### config.mk
export PLATFORM = sky130hd
export DESIGN_NAME = fp_result_uart_tx
export DESIGN_NICKNAME = d
export VERILOG_FILES = /design/src/rtl/fp_result_uart_tx.sv
export SDC_FILE = /design/constraint.sdc
export NUM_CORES = 1
export LEC_CHECK = 0
export CAP_MARGIN = 20
export CORE_ASPECT_RATIO = 1.5
export CORE_MARGIN = 4
export CORE_UTILIZATION = 41
export DETAILED_ROUTE_END_ITERATION = 7
export DONT_BUFFER_PORTS = 1
export PLACE_DENSITY_LB_ADDON = 0.3
export SLEW_MARGIN = 20
export SYNTH_ARGS = -nofsm -noshare
export SYNTH_HDL_FRONTEND = slang
export SYNTH_SLANG_ARGS = --single-unit
### constraint.sdc
create_clock -name clk -period 4.9 [get_ports clk]
set_clock_uncertainty 0.1 [all_clocks]
set_input_delay 0.98 -clock clk [delete_from_list [all_inputs] [get_ports clk]]
set_output_delay 0.98 -clock clk [all_outputs]
set_load 0.01 [all_outputs]
### src/rtl/fp_result_uart_tx.sv
// UART transmitter for FP calculator results: latches {op, result} on start and
// sends a 5-byte 8N1 packet (header with opcode, then result bytes LSB first).
module fp_result_uart_tx #(
    parameter int unsigned CLKS_PER_BIT = 868,
    parameter logic [3:0]  HDR_NIBBLE   = 4'hA
) (
    input  logic        clk,
    input  logic        reset,
    input  logic        start,
    input  logic [1:0]  op,
    input  logic [31:0] result,
    output logic        tx,
    output logic        busy,
    output logic        done
);

    localparam int unsigned BW = (CLKS_PER_BIT > 1) ? $clog2(CLKS_PER_BIT) : 1;
    localparam logic [BW-1:0] BAUD_MAX = BW'(CLKS_PER_BIT - 1);

    typedef enum logic [2:0] {
        S_IDLE,
        S_START,
        S_DATA,
        S_STOP,
        S_DONE
    } state_t;

    state_t        state_q, state_d;
    logic [BW-1:0] baud_q, baud_d;
    logic [2:0]    bit_q, bit_d;
    logic [2:0]    byte_q, byte_d;
    logic [1:0]    op_q, op_d;
    logic [31:0]   res_q, res_d;
    logic          tx_q, tx_d;

    logic          accept;
    logic          baud_last;
    logic [7:0]    cur_byte;

    function automatic logic [7:0] pkt_byte(input logic [2:0]  idx,
                                            input logic [1:0]  o,
                                            input logic [31:0] r);
        case (idx)
            3'd0:    pkt_byte = {HDR_NIBBLE, 2'b00, o};
            3'd1:    pkt_byte = r[7:0];
            3'd2:    pkt_byte = r[15:8];
            3'd3:    pkt_byte = r[23:16];
            default: pkt_byte = r[31:24];
        endcase
    endfunction

    assign busy      = (state_q == S_START) || (state_q == S_DATA) || (state_q == S_STOP);
    assign done      = (state_q == S_DONE);
    assign tx        = tx_q;
    assign accept    = start && !busy;
    assign baud_last = (baud_q == BAUD_MAX);

    always_comb begin
        state_d  = state_q;
        baud_d   = baud_q;
        bit_d    = bit_q;
        byte_d   = byte_q;
        op_d     = op_q;
        res_d    = res_q;
        cur_byte = 8'h00;
        tx_d     = 1'b1;

        case (state_q)
            S_IDLE, S_DONE: begin
                state_d = S_IDLE;
                baud_d  = '0;
                bit_d   = '0;
                byte_d  = '0;
                if (accept) begin
                    state_d = S_START;
                    op_d    = op;
                    res_d   = result;
                end
            end
            S_START: begin
                baud_d = baud_last ? '0 : baud_q + 1'b1;
                if (baud_last) begin
                    state_d = S_DATA;
                    bit_d   = '0;
                end
            end
            S_DATA: begin
                baud_d = baud_last ? '0 : baud_q + 1'b1;
                if (baud_last) begin
                    if (bit_q == 3'd7) begin
                        state_d = S_STOP;
                        bit_d   = '0;
                    end else begin
                        bit_d = bit_q + 3'd1;
                    end
                end
            end
            S_STOP: begin
                baud_d = baud_last ? '0 : baud_q + 1'b1;
                if (baud_last) begin
                    if (byte_q < 3'd4) begin
                        state_d = S_START;
                        byte_d  = byte_q + 3'd1;
                    end else begin
                        state_d = S_DONE;
                    end
                end
            end
            default: state_d = S_IDLE;
        endcase

        // tx is registered from the next-state values so the pin changes cleanly with state_q
        cur_byte = pkt_byte(byte_d, op_d, res_d);
        case (state_d)
            S_START: tx_d = 1'b0;
            S_DATA:  tx_d = cur_byte[bit_d];
            default: tx_d = 1'b1;
        endcase
    end

    always_ff @(posedge clk or negedge reset) begin
        if (!reset) begin
            state_q <= S_IDLE;
            baud_q  <= '0;
            bit_q   <= '0;
            byte_q  <= '0;
            op_q    <= '0;
            res_q   <= '0;
            tx_q    <= 1'b1;
        end else begin
            state_q <= state_d;
            baud_q  <= baud_d;
            bit_q   <= bit_d;
            byte_q  <= byte_d;
            op_q    <= op_d;
            res_q   <= res_d;
            tx_q    <= tx_d;
        end
    end

endmodule

; After elaboration in Yosys (flattened, before gate mapping)
; Cells that the tools add are included.
; W data, S select, Z words.
[totals]
ff_bits = 54
in_bits = 37
out_inout_bits = 3
word_cells = 56
[op_classes]
add_sub_neg = 3
n_lt_le_gt_ge = 2
n_eq_ne = 11
muxes = 24
reduce_logical = 9
[ops]
columns = op, count
row1 = $mux W32, 2
row2 = $pmux W8 S4, 1
row3 = $mux W3, 10
row4 = $pmux W10 S2, 1
row5 = $eq A3 B2 Y1 const B, 5
row6 = $pmux W3 S4, 1
row7 = $add A10 B1 Y10 const B, 1
row8 = $eq A10 B10 Y1 const B, 1
row9 = $mux W10, 1
row10 = $eq A3 B1 Y1 const B, 3
row11 = $pmux W3 S3, 1
row12 = $add A3 B1 Y3 const B, 2
row13 = $eq A3 B3 Y1 const B, 2
row14 = $logic_not A3 Y1, 2
row15 = $pmux W3 S2, 1
row16 = $lt A3 B4 Y1 const B, 1
row17 = $mux W2, 2
row18 = $bmux W1 S3, 1
row19 = $lt A3 B3 Y1 const B, 1
row20 = $reduce_or A3 Y1, 1
row21 = $logic_or A1 B1 Y1, 2
row22 = $mux W1, 2
row23 = $pmux W1 S2, 1
row24 = $reduce_bool A2 Y1, 1
row25 = other kinds (3), 3

; Depth between registers and ports, before layout
; Gate-level depths: netlist of run 1.
[depth]
depth_word = 11
depth_mapped = 11
depth_no_buf = 10

; Least setup slack after synthesis of run 1
; OpenSTA, ideal clock, no wires.
[synth_timing]
path_kind = input to register
from = input port start
to = register tx_q, in the netlist tx
setup_time_ps = 83
arrival_time_ps = 2690
required_ps = 4717
setup_slack_ps = 2027
cell_stages = 8
n_path_buf = 1
path_cell_list = nor3b_4 -> buf_2 -> mux2_2 -> mux2i_1 -> o21ai_1 -> o211a_1 -> nor4_1 -> o21ai_2
[synth_via]
elab_chain_cells = 7
word_cells_on_any_way = 13
classes_between = eq/ne: 2 / mux: 10 / reduce/logical: 1
[synth_rtl]
columns = item, line
row1 = from (decl), 9  ; input logic start,
row2 = $logic_and A1 B1 Y1, 55  ; assign accept = start && !busy;
row3 = $mux W32, 74  ; if (accept) begin
row4 = $mux W32, 68  ; case (state_q)
row5 = net res_d[4], 33  ; logic [31:0] res_q, res_d;
row6 = $pmux W8 S4, 43  ; case (idx)
row7 = $bmux W1 S3, 116  ; S_DATA: tx_d = cur_byte[bit_d];
row8 = $mux W1 (not written as such), 116
row9 = $pmux W1 S2, 114  ; case (state_d)
row10 = net tx_d, 34  ; logic tx_q, tx_d;
row11 = to (signal assigned), 137  ; tx_q <= tx_d;
row12 = to (decl), 34
; The timed path passes the listed nets, and every way through them passes these cells. The select of a mux whose other input is x is not followed.
; A chain may end at the register's enable or synchronous reset.

; Final worst setup path of run 1
; Ends and elaborated chain as after synthesis.

==> results of run 1 <==
area by class of cell:
type,count,area [sq um],area share
sequential,54,1353,0.4544
clock buffer,5,68.82,0.02312
inverter,13,56.30,0.01892
timing repair buffer,2,15.01,0.005044
clock inverter,3,23.77,0.007987
tap,76,95.09,0.03195
multi-input combinational,176,1365,0.4586
power by group:
part	switching (mW)	internal [mW]
sequential	0.00345	0.459
combinational	0.0103	0.0128
clock	0.157	0.103
total	0.171	0.575
metrics by stage:
step	utilization	total power [mW]	hold WS [ns]	area (sq um)
4_1_cts	0.4495	0.7565	0.2289	2977
6_report	0.4495	0.7452	0.2435	2977
5_1_grt	0.4495	0.7739	0.2267	2977
3_5_place_dp	0.4356	0.4954	0.3725	2884
2_1_floorplan	-	0.4895	0.3417	2840
3_3_place_gp	0.4356	0.4941	0.3658	2884
final timing paths:
path / start / cells past startpoint / end / slack [ns]
max in group asynchronous: reset / 0 / tx$_DFF_PN1_ / 4.27
min in group clk: res_q[10]$_DFF_PN0_ / 2 / res_q[10]$_DFF_PN0_ / 0.39
worst min-delay path: reset / 0 / res_q[20]$_DFF_PN0_ / 0.24
worst max register to register: state_q[0]$_DFF_PN0_ / 8 / tx$_DFF_PN1_ / 1.89
worst min register to register: res_q[10]$_DFF_PN0_ / 2 / res_q[10]$_DFF_PN0_ / 0.39
worst max-delay path: start / 8 / tx$_DFF_PN1_ / 1.82
logic make-up (layout without fill, tap and decap cells):
kind of cell,count (synthesis),in the layout,synth area share
and+or+nand+nor,72,72,0.1436
buffers and inverters,21,23,0.04317
xor gates and xnor gates,3,3,0.009253
muxes,43,43,0.1683
AOI/OAI and AO/OA,53,53,0.1379
adders and majority gates,5,5,0.02159
DFF,54,54,0.4762
flip-flops by register name, indices dropped and copies added, names as in the netlist:
| name | flops |
|---|---|
| tx | 1 |
| bit_q | 3 |
| state_q | 3 |
| baud_q | 10 |
| res_q | 32 |
| byte_q | 3 |
| op_q | 2 |
cells in the mapped netlist, types with 4 or more instances:
| library cell | n |
|---|---|
| o21ai_0 | 20 |
| nor3_1 | 5 |
| nand4_1 | 4 |
| inv_1 | 11 |
| mux2i_1 | 11 |
| mux2_2 | 30 |
| nor2_1 | 21 |
| a21oi_1 | 7 |
| and3_1 | 5 |
| nand2_1 | 16 |
| ha_1 | 4 |
| dfrtp_1 | 53 |
critical path, stage by stage:
cell and delay [ns]:
nor3b_4 0.76, buf_4 0.27, mux2_2 0.34, mux2_4 0.27, a21oi_2 0.13, nor4_1 0.06
nor4_1 0.32, o21ai_2 0.08
cells in the final DEF (no fill, tap or decap), types with 3 or more instances in the layout:
| cell type | count |
|---|---|
| a21oi_1 | 7 |
| and3_1 | 5 |
| clkbuf_8 | 5 |
| dfrtp_1 | 53 |
| ha_1 | 4 |
| inv_1 | 11 |
| mux2_2 | 30 |
| mux2i_1 | 11 |
| nand2_1 | 16 |
| nand3_1 | 3 |
| nand4_1 | 4 |
| nor2_1 | 21 |
| nor3_1 | 5 |
| o21ai_0 | 20 |
| o31ai_1 | 3 |
routing by layer:
layer  global-route usage  part of all wire  up-vias
met5                    0                 0        -
met4              0.09542             0.047        0
met3              0.03770             0.038       16
met2               0.2757              0.53       37
met1               0.1635              0.39      947
li1                     -                 -      905
==> impl_metrics.env, run 1 <==
export IMPL_overflow=0
export IMPL_ant_nets=0
export IMPL_yosysUniqueCellTypes=58
export IMPL_ys_seq_area_frac=0.4762
export IMPL_hold_viol_final=0
export IMPL_hp_class="input pin to async pin"
export IMPL_synthArstFlopShare=1.000
export IMPL_die_h_um=109.9
export IMPL_drc=0
export IMPL_initialDrtViolationCount=54
export IMPL_setup_viol=0
export IMPL_tightestPinTransition_ns=0.9517
export IMPL_synth_cell_area_sq_mm=0.002840
export IMPL_ys_top_cells_by_area="dfrtp_1, mux2_2, mux2i_1"
export IMPL_areaGrowthSynthToFinish_pct=4.802
export IMPL_clock_latency_ns=0.32
export IMPL_rsz0062_at_grt="no"
export IMPL_drtPass1Iterations=4
export IMPL_yosysTopAreaCell="dfrtp_1"
export IMPL_tritoncts="yes"
export IMPL_cts_buffers=5
export IMPL_maxCapViolCount=0
export IMPL_grt_usage=0.1548
export IMPL_critical_path_endpoint_type="flop"
export IMPL_ys_warnings_count=0
export IMPL_synth_top_area_frac=0.4670
export IMPL_synth_edf_count=0
export IMPL_finalCritPeriodShare=0.6282
export IMPL_placementRows=36
export IMPL_wl_per_cell_um=18.55
export IMPL_slew_viol_final=0
export IMPL_cts_root_buf="clkbuf_8"
export IMPL_antenna_found_initial=0
export IMPL_cts_setup_buffers=0
export IMPL_finalSetupTns_ns=0
export IMPL_path_max_fanout=20
export IMPL_setup_ws_ns=1.822
export IMPL_grt_pass1_vias=2124
export IMPL_via_per_inst=5.790
export IMPL_final_nets=293
export IMPL_fin_cells=329
export IMPL_critPathKind="input pin to flop"
export IMPL_clock_sinks=54
export IMPL_powerDensity_mw_per_mm2=250.4
export IMPL_clk_pin_slew_ns=0.11
export IMPL_syn_inst=251
export IMPL_cts_resized=0
export IMPL_final_fill_count=637
export IMPL_die_area_sq_mm=0.008350
export IMPL_dpl_cell_count=321
export IMPL_grt_max_degree=55
export IMPL_totalWireLength_mm=6.104
export IMPL_cts_hold_buf=0
export IMPL_cp_arrival_ns=3.23
export IMPL_status="finished clean"
export IMPL_ios=40
export IMPL_place_hpwl_mm=4.661
export IMPL_drive_gt1_frac=0.2292
export IMPL_ys_ff_latch=54
export IMPL_cts_buffer_depth=2
export IMPL_fmaxAchievable_mhz=324.8
export IMPL_htreeDepth=2
export IMPL_antenna_cells=0
export IMPL_numPortBuffers=0
export IMPL_required_ns=5.05
export IMPL_preCtsSetupSlack_ns=1.430
export IMPL_die_x_um=75.96
export IMPL_period_needed_ns=3.078
export IMPL_coreArea_sq_mm=0.006621
export IMPL_slew_headroom=0.3648
export IMPL_gp_congestion=0.8039
export IMPL_start_kind="input pin"
export IMPL_synthFlopType="dfrtp_1"
export IMPL_synth_area_per_cell_sq_um=11.32
export IMPL_synth_fp_nets=292
export IMPL_p_leak_nw=1.310
export IMPL_peakVddDrop_mv=0.1437
export IMPL_grt_first_pass_wirelength_mm=10.36
export IMPL_dr_total_vias=1905
export IMPL_start_util=0.4289
Power figures use the tool's default switching activity.
==> run 2, diff against run 1 <==
- clock period: 4.9 -> 2.5 ns (I/O delays scaled with it)
==> run 2 against run 1 <==
  * Power is 110% higher
  * Clock-buffer cell count rose by 1
  * Global-route usage increased by 0.69 points
  * Clock power rose by 130%
  * Hold slack barely moved
  * Highest routed layer unchanged
==> impl_metrics.env, run 2 (same netlist as run 1, synthesis figures left out) <==
export IMPL_min_to="res_q[25]$_DFF_PN0_"
export IMPL_finalSetupTns_ns=0
export IMPL_worstReg2RegEnd="tx$_DFF_PN1_"
export IMPL_critical_path_endpoint_type="flop"
export IMPL_p_total_mw=1.567
export IMPL_peakVddDrop_mv=0.3652
export IMPL_timing_rr_start="state_q[1]$_DFF_PN0_"
export IMPL_ios=40
export IMPL_final_nets=326
export IMPL_antenna_cells=0
export IMPL_slowest_delay_ns=0.51
export IMPL_clk_pin_slew_ns=0.10
export IMPL_preCtsSetupSlack_ns=-0.1069
export IMPL_whs_ns=0.2440
export IMPL_cpMaxStageDelayCell="or4_4"
export IMPL_hp_class="input pin to flop"
export IMPL_overflow=0
export IMPL_cp_arrival_ns=2.60
export IMPL_hold_depth=1
export IMPL_slew_headroom=0.7223
export IMPL_grt_max_degree=55
export IMPL_die_h_um=109.9
export IMPL_cts_root_buf="clkbuf_8"
export IMPL_ant_nets=0
export IMPL_drc=0
export IMPL_top_register="res_q"
export IMPL_areaGrowthSynthToFinish_pct=17.93
export IMPL_required_ns=2.65
export IMPL_place_hpwl_mm=4.862
export IMPL_top_regs="res_q: 32 flops, baud_q: 10 flops"
export IMPL_cp_top_family="simple AND/OR/NAND/NOR gates"
export IMPL_path_max_fanout=6
export IMPL_status="finished clean"
export IMPL_initialDrtViolationCount=52
export IMPL_finalCritPeriodShare=0.9794
export IMPL_tightestPinTransition_ns=0.4151
export IMPL_grt_usage=0.1617
export IMPL_rsz0062_at_grt="yes"
export IMPL_numPortBuffers=0
export IMPL_hold_viol_final=0
export IMPL_drive_gt1_frac=0.3427
export IMPL_die_x_um=75.96
export IMPL_start_kind="flop"
export IMPL_wl_per_cell_um=17.59
export IMPL_grt_first_pass_wirelength_mm=10.54
export IMPL_maxCapViolCount=0
export IMPL_period_needed_ns=2.449
export IMPL_p_leak_nw=1.500
export IMPL_final_fill_count=594
export IMPL_largest_reg_flops=32
export IMPL_startpoint="state_q[1]$_DFF_PN0_"
export IMPL_via_per_inst=5.569
export IMPL_grt_pass1_vias=2194
export IMPL_htreeDepth=2
export IMPL_reg2regPathDepth=8
export IMPL_placementRows=36
export IMPL_path_cells="nor4bb_4, and4_4, mux2_4, o21ai_1, nor3_1, or4_4, o211ai_2, o21ai_2"
export IMPL_ff2ff_setup_slack_ns=0.05
export IMPL_layout_common_cells="dfrtp_1, buf_4, mux2_2"
export IMPL_coreArea_sq_mm=0.006621
export IMPL_final_common_cell="dfrtp_1"
export IMPL_slew_viol_final=0
export IMPL_totalWireLength_mm=6.367
export IMPL_dr_total_vias=2016
export IMPL_gp_congestion=0.8469
export IMPL_cts_buffer_depth=2
export IMPL_antenna_found_initial=0
export IMPL_path_buf_inv=0
export IMPL_critPathKind="flop to flop"
export IMPL_drtPass1Iterations=4
export IMPL_fmaxAchievable_mhz=408.4
export IMPL_tritoncts="yes"
export IMPL_clock_sinks=54
export IMPL_setup_ws_ns=0.05146
export IMPL_clock_latency_ns=0.32
export IMPL_path_depth=8
export IMPL_start_util=0.4289
export IMPL_cts_buffers=5
export IMPL_die_area_sq_mm=0.008350
export IMPL_worstHoldStart="result[25]"
export IMPL_setup_viol=0
export IMPL_powerDensity_mw_per_mm2=467.7
==> run 2: metal layers <==
| metal | routed length [um] | GRT usage | vias up | share of wire |
|---|---|---|---|---|
| met5 | 0 | 0 | - | 0 |
| met1 | 2406 | 0.1681 | 1011 | 0.38 |
| met3 | 244 | 0.03852 | 7 | 0.038 |
| met4 | 90 | 0.05344 | 0 | 0.014 |
| li1 | - | - | 968 | - |
| met2 | 3626 | 0.3143 | 30 | 0.57 |
==> run 2: worst max-delay path by stage <==
stage / end / slack, ns
finish: tx$_DFF_PN1_ / 0.05
global route: tx$_DFF_PN1_ / -0.09
CTS: tx$_DFF_PN1_ / 0.002
detailed placement: tx$_DFF_PN1_ / -0.11
global placement: tx$_DFF_PN1_ / -0.06
floorplan: tx$_DFF_PN1_ / 0.04
==> run 2: cell type report <==
type	count	area, sq um	area share
well taps	76	95.09	0.02839
clock inverters	2	37.54	0.01121
multi-input cells	176	1424	0.4251
flip-flops and latches	54	1354	0.4042
inverters	13	56.30	0.01681
clock buffers	6	72.57	0.02167
repair buffers	35	310.3	0.09264
==> run 2: report_power, final <==
part	leakage (nW)	internal (mW)	switching (mW)
Clock	0.0514	0.299	0.291
Sequential	0.693	0.900	0.00699
Combinational	0.756	0.0308	0.0390
==> run 2: repair_timing <==
action                                 4_1_cts  5_1_grt
hold buffers                                 2        0
endpoints found under the hold margin       54        0
resized for setup                            8        5
buffers inserted                             0        1
cloned                                       0        0
setup endpoints to repair                    1        1
pin swaps                                    0        8
==> run 2: through the flow <==
stage,cells,instance area [sq um],utilization
3_5_place_dp,351,3134,0.4734
6_report,362,3349,0.5059
3_3_place_gp,351,3134,0.4734
4_1_cts,361,3321,0.5015
5_1_grt,362,3349,0.5059
2_1_floorplan,251,2840,-
==> run 3, diff against run 2 <==
- HOLD_SLACK_MARGIN: unset -> 0.1
- clock period: 2.5 -> 2.9 ns (I/O delays scaled with it)
==> run 3 against run 2 <==
  * First-iteration DRC count grew 44%
  * Combinational power shrank 14%
  * Power shrank 20%
  * Sequential share of layout area grew 3.8 points
  * Design area shrank 8.7%
  * Setup slack gained 0.15 ns
  * Largest power group unchanged
  * Global-route usage shrank 1.6 points
  * Register-to-register slack gained 0.15 ns
  * Critical path type unchanged
  * Clock-buffer cell count grew 1
  * Clock power shrank 31%
  * Wire length shrank 4.9%
  * Cell count shrank 7.2%
==> impl_metrics.env, run 3 (same netlist as run 1, synthesis figures left out) <==
export IMPL_status="finished clean"
export IMPL_p_int_uw=973.9
export IMPL_peakVddDrop_mv=0.2707
export IMPL_hp_class="input pin to flop"
export IMPL_tightestPinTransition_ns=0.5596
export IMPL_die_area_sq_mm=0.008350
export IMPL_stdcell_area_sq_mm=0.003059
export IMPL_initialDrtViolationCount=75
export IMPL_setup_ws_ns=0.1990
export IMPL_antenna_cells=0
export IMPL_final_common_cell="dfrtp_1"
export IMPL_clock_sinks=54
export IMPL_grt_pass1_vias=2006
export IMPL_areaGrowthSynthToFinish_pct=7.709
export IMPL_utilization=0.4620
export IMPL_overflow=0
export IMPL_grt_first_pass_wirelength_mm=9.708
export IMPL_cts_root_buf="clkbuf_8"
export IMPL_ant_nets=0
export IMPL_ff2ff_setup_slack_ns=0.20
export IMPL_die_x_um=75.96
export IMPL_layout_common_cells="dfrtp_1, mux2_2, nor2_1"
export IMPL_cts_buffer_depth=2
export IMPL_totalWireLength_mm=6.052
export IMPL_antenna_found_initial=0
export IMPL_preCtsSetupSlack_ns=0.1415
export IMPL_final_nets=300
export IMPL_critical_path_endpoint_type="flop"
export IMPL_largest_reg_flops=32
export IMPL_start_kind="flop"
export IMPL_gp_congestion=0.8087
export IMPL_clk_pin_slew_ns=0.09
export IMPL_power_share_clock=0.327
export IMPL_p_comb_frac=0.048
export IMPL_drc=0
export IMPL_rsz0062_at_grt="no"
export IMPL_maxCapViolCount=0
export IMPL_critPathMostFrequentCell="nor4_1"
export IMPL_drive_gt1_frac=0.2423
export IMPL_required_ns=3.04
export IMPL_drtPass1Iterations=4
export IMPL_hold_viol_final=0
export IMPL_start_util=0.4289
export IMPL_clock_latency_ns=0.31
export IMPL_top_register="res_q"
export IMPL_via_per_inst=5.798
export IMPL_die_h_um=109.9
export IMPL_p_switching_uw=277.1
export IMPL_p_leak_nw=1.353
export IMPL_switching_share=0.2215
export IMPL_placementRows=36
export IMPL_critPathKind="flop to flop"
export IMPL_finalSetupTns_ns=0
export IMPL_grt_max_degree=55
export IMPL_fmaxAchievable_mhz=370.2
export IMPL_top_regs="res_q: 32 flops, baud_q: 10 flops"
export IMPL_ios=40
export IMPL_cp_arrival_ns=2.84
export IMPL_post_dp_cell_area_sq_mm=0.002934
export IMPL_place_hpwl_mm=4.570
export IMPL_path_max_fanout=9
export IMPL_slew_viol_final=0
export IMPL_cpMaxStageDelayCell="dfrtp_1"
export IMPL_grt_usage=0.1460
export IMPL_wl_per_cell_um=18.01
export IMPL_powerDensity_mw_per_mm2=408.9
export IMPL_slowest_delay_ns=0.50
export IMPL_period_needed_ns=2.701
export IMPL_numPortBuffers=0
export IMPL_cts_buffers=5
export IMPL_dr_total_vias=1948
export IMPL_dpl_cell_count=326
export IMPL_p_seq_frac=0.625
export IMPL_htreeDepth=2
export IMPL_tritoncts="yes"
export IMPL_fin_cells=336
export IMPL_setup_viol=0
export IMPL_coreArea_sq_mm=0.006621
export IMPL_cts_setup_buffers=0
export IMPL_finalCritPeriodShare=0.9314
export IMPL_slew_headroom=0.6240
export IMPL_path_cells="nor4bb_4, and4_1, o21a_4, inv_6, mux2_4, a21oi_2, nor4_1, nor4_1, o21ai_2"
## run 3: worst max-delay path: cells and delay by family (launching register included)
kind	cells	cell delay (ns)
DFF	1	0.50
muxes	1	0.30
AOI/OAI and AO/OA	3	0.46
buffers and inverters	1	0.07
and+or+nand+nor	4	1.21
## run 3: layer usage
metal,wire [um],up-vias,track usage
li1,-,920,-
met3,205,20,0.03033
met1,2311,959,0.1552
met5,0,-,0
met4,229,0,0.07506
met2,3306,49,0.2702
## run 3: repair_timing
| action | CTS | global route |
|---|---|---|
| gates resized for setup | 0 | 1 |
| hold buffers | 2 | 0 |
| endpoints found under the setup margin | 0 | 1 |
| hold endpoints to repair | 54 | 0 |
## run 3: power by group through the flow
stage | Combinational, mW | Sequential [mW] | Clock [mW]
after floorplan | 0.0321 | 0.795 | 0
after global placement | 0.0407 | 0.796 | 0
after detailed placement | 0.0407 | 0.797 | 0
after CTS | 0.0623 | 0.782 | 0.423
after global routing | 0.0683 | 0.784 | 0.449
final | 0.0602 | 0.782 | 0.409
## run 3: final timing paths
kind	end	cells after the start	from
max reg2reg	tx$_DFF_PN1_	9	state_q[2]$_DFF_PN0_
max	tx$_DFF_PN1_	9	state_q[2]$_DFF_PN0_
min reg2reg	res_q[10]$_DFF_PN0_	2	res_q[10]$_DFF_PN0_
min in group asynchronous	res_q[26]$_DFF_PN0_	2	reset
max in group asynchronous	tx$_DFF_PN1_	2	reset
min	res_q[25]$_DFF_PN0_	1	result[25]
## run 3: final cells by class
class                      count  area, sq um
clock buffer                   7        76.32
clock inverter                 1        7.507
fill                         591         3562
inverter                      13        56.30
multi-input combinational    176         1369
sequential                    54         1353
tap                           76        95.09
timing repair buffer           9        102.6
## run 3: per-stage QoR
step                power [mW]  hold slack (ns)
finish                   1.251           0.3189
global route             1.301           0.3056
CTS                      1.268           0.3147
detailed placement      0.8379           0.1876
global placement        0.8370           0.1873
floorplan               0.8271           0.1844
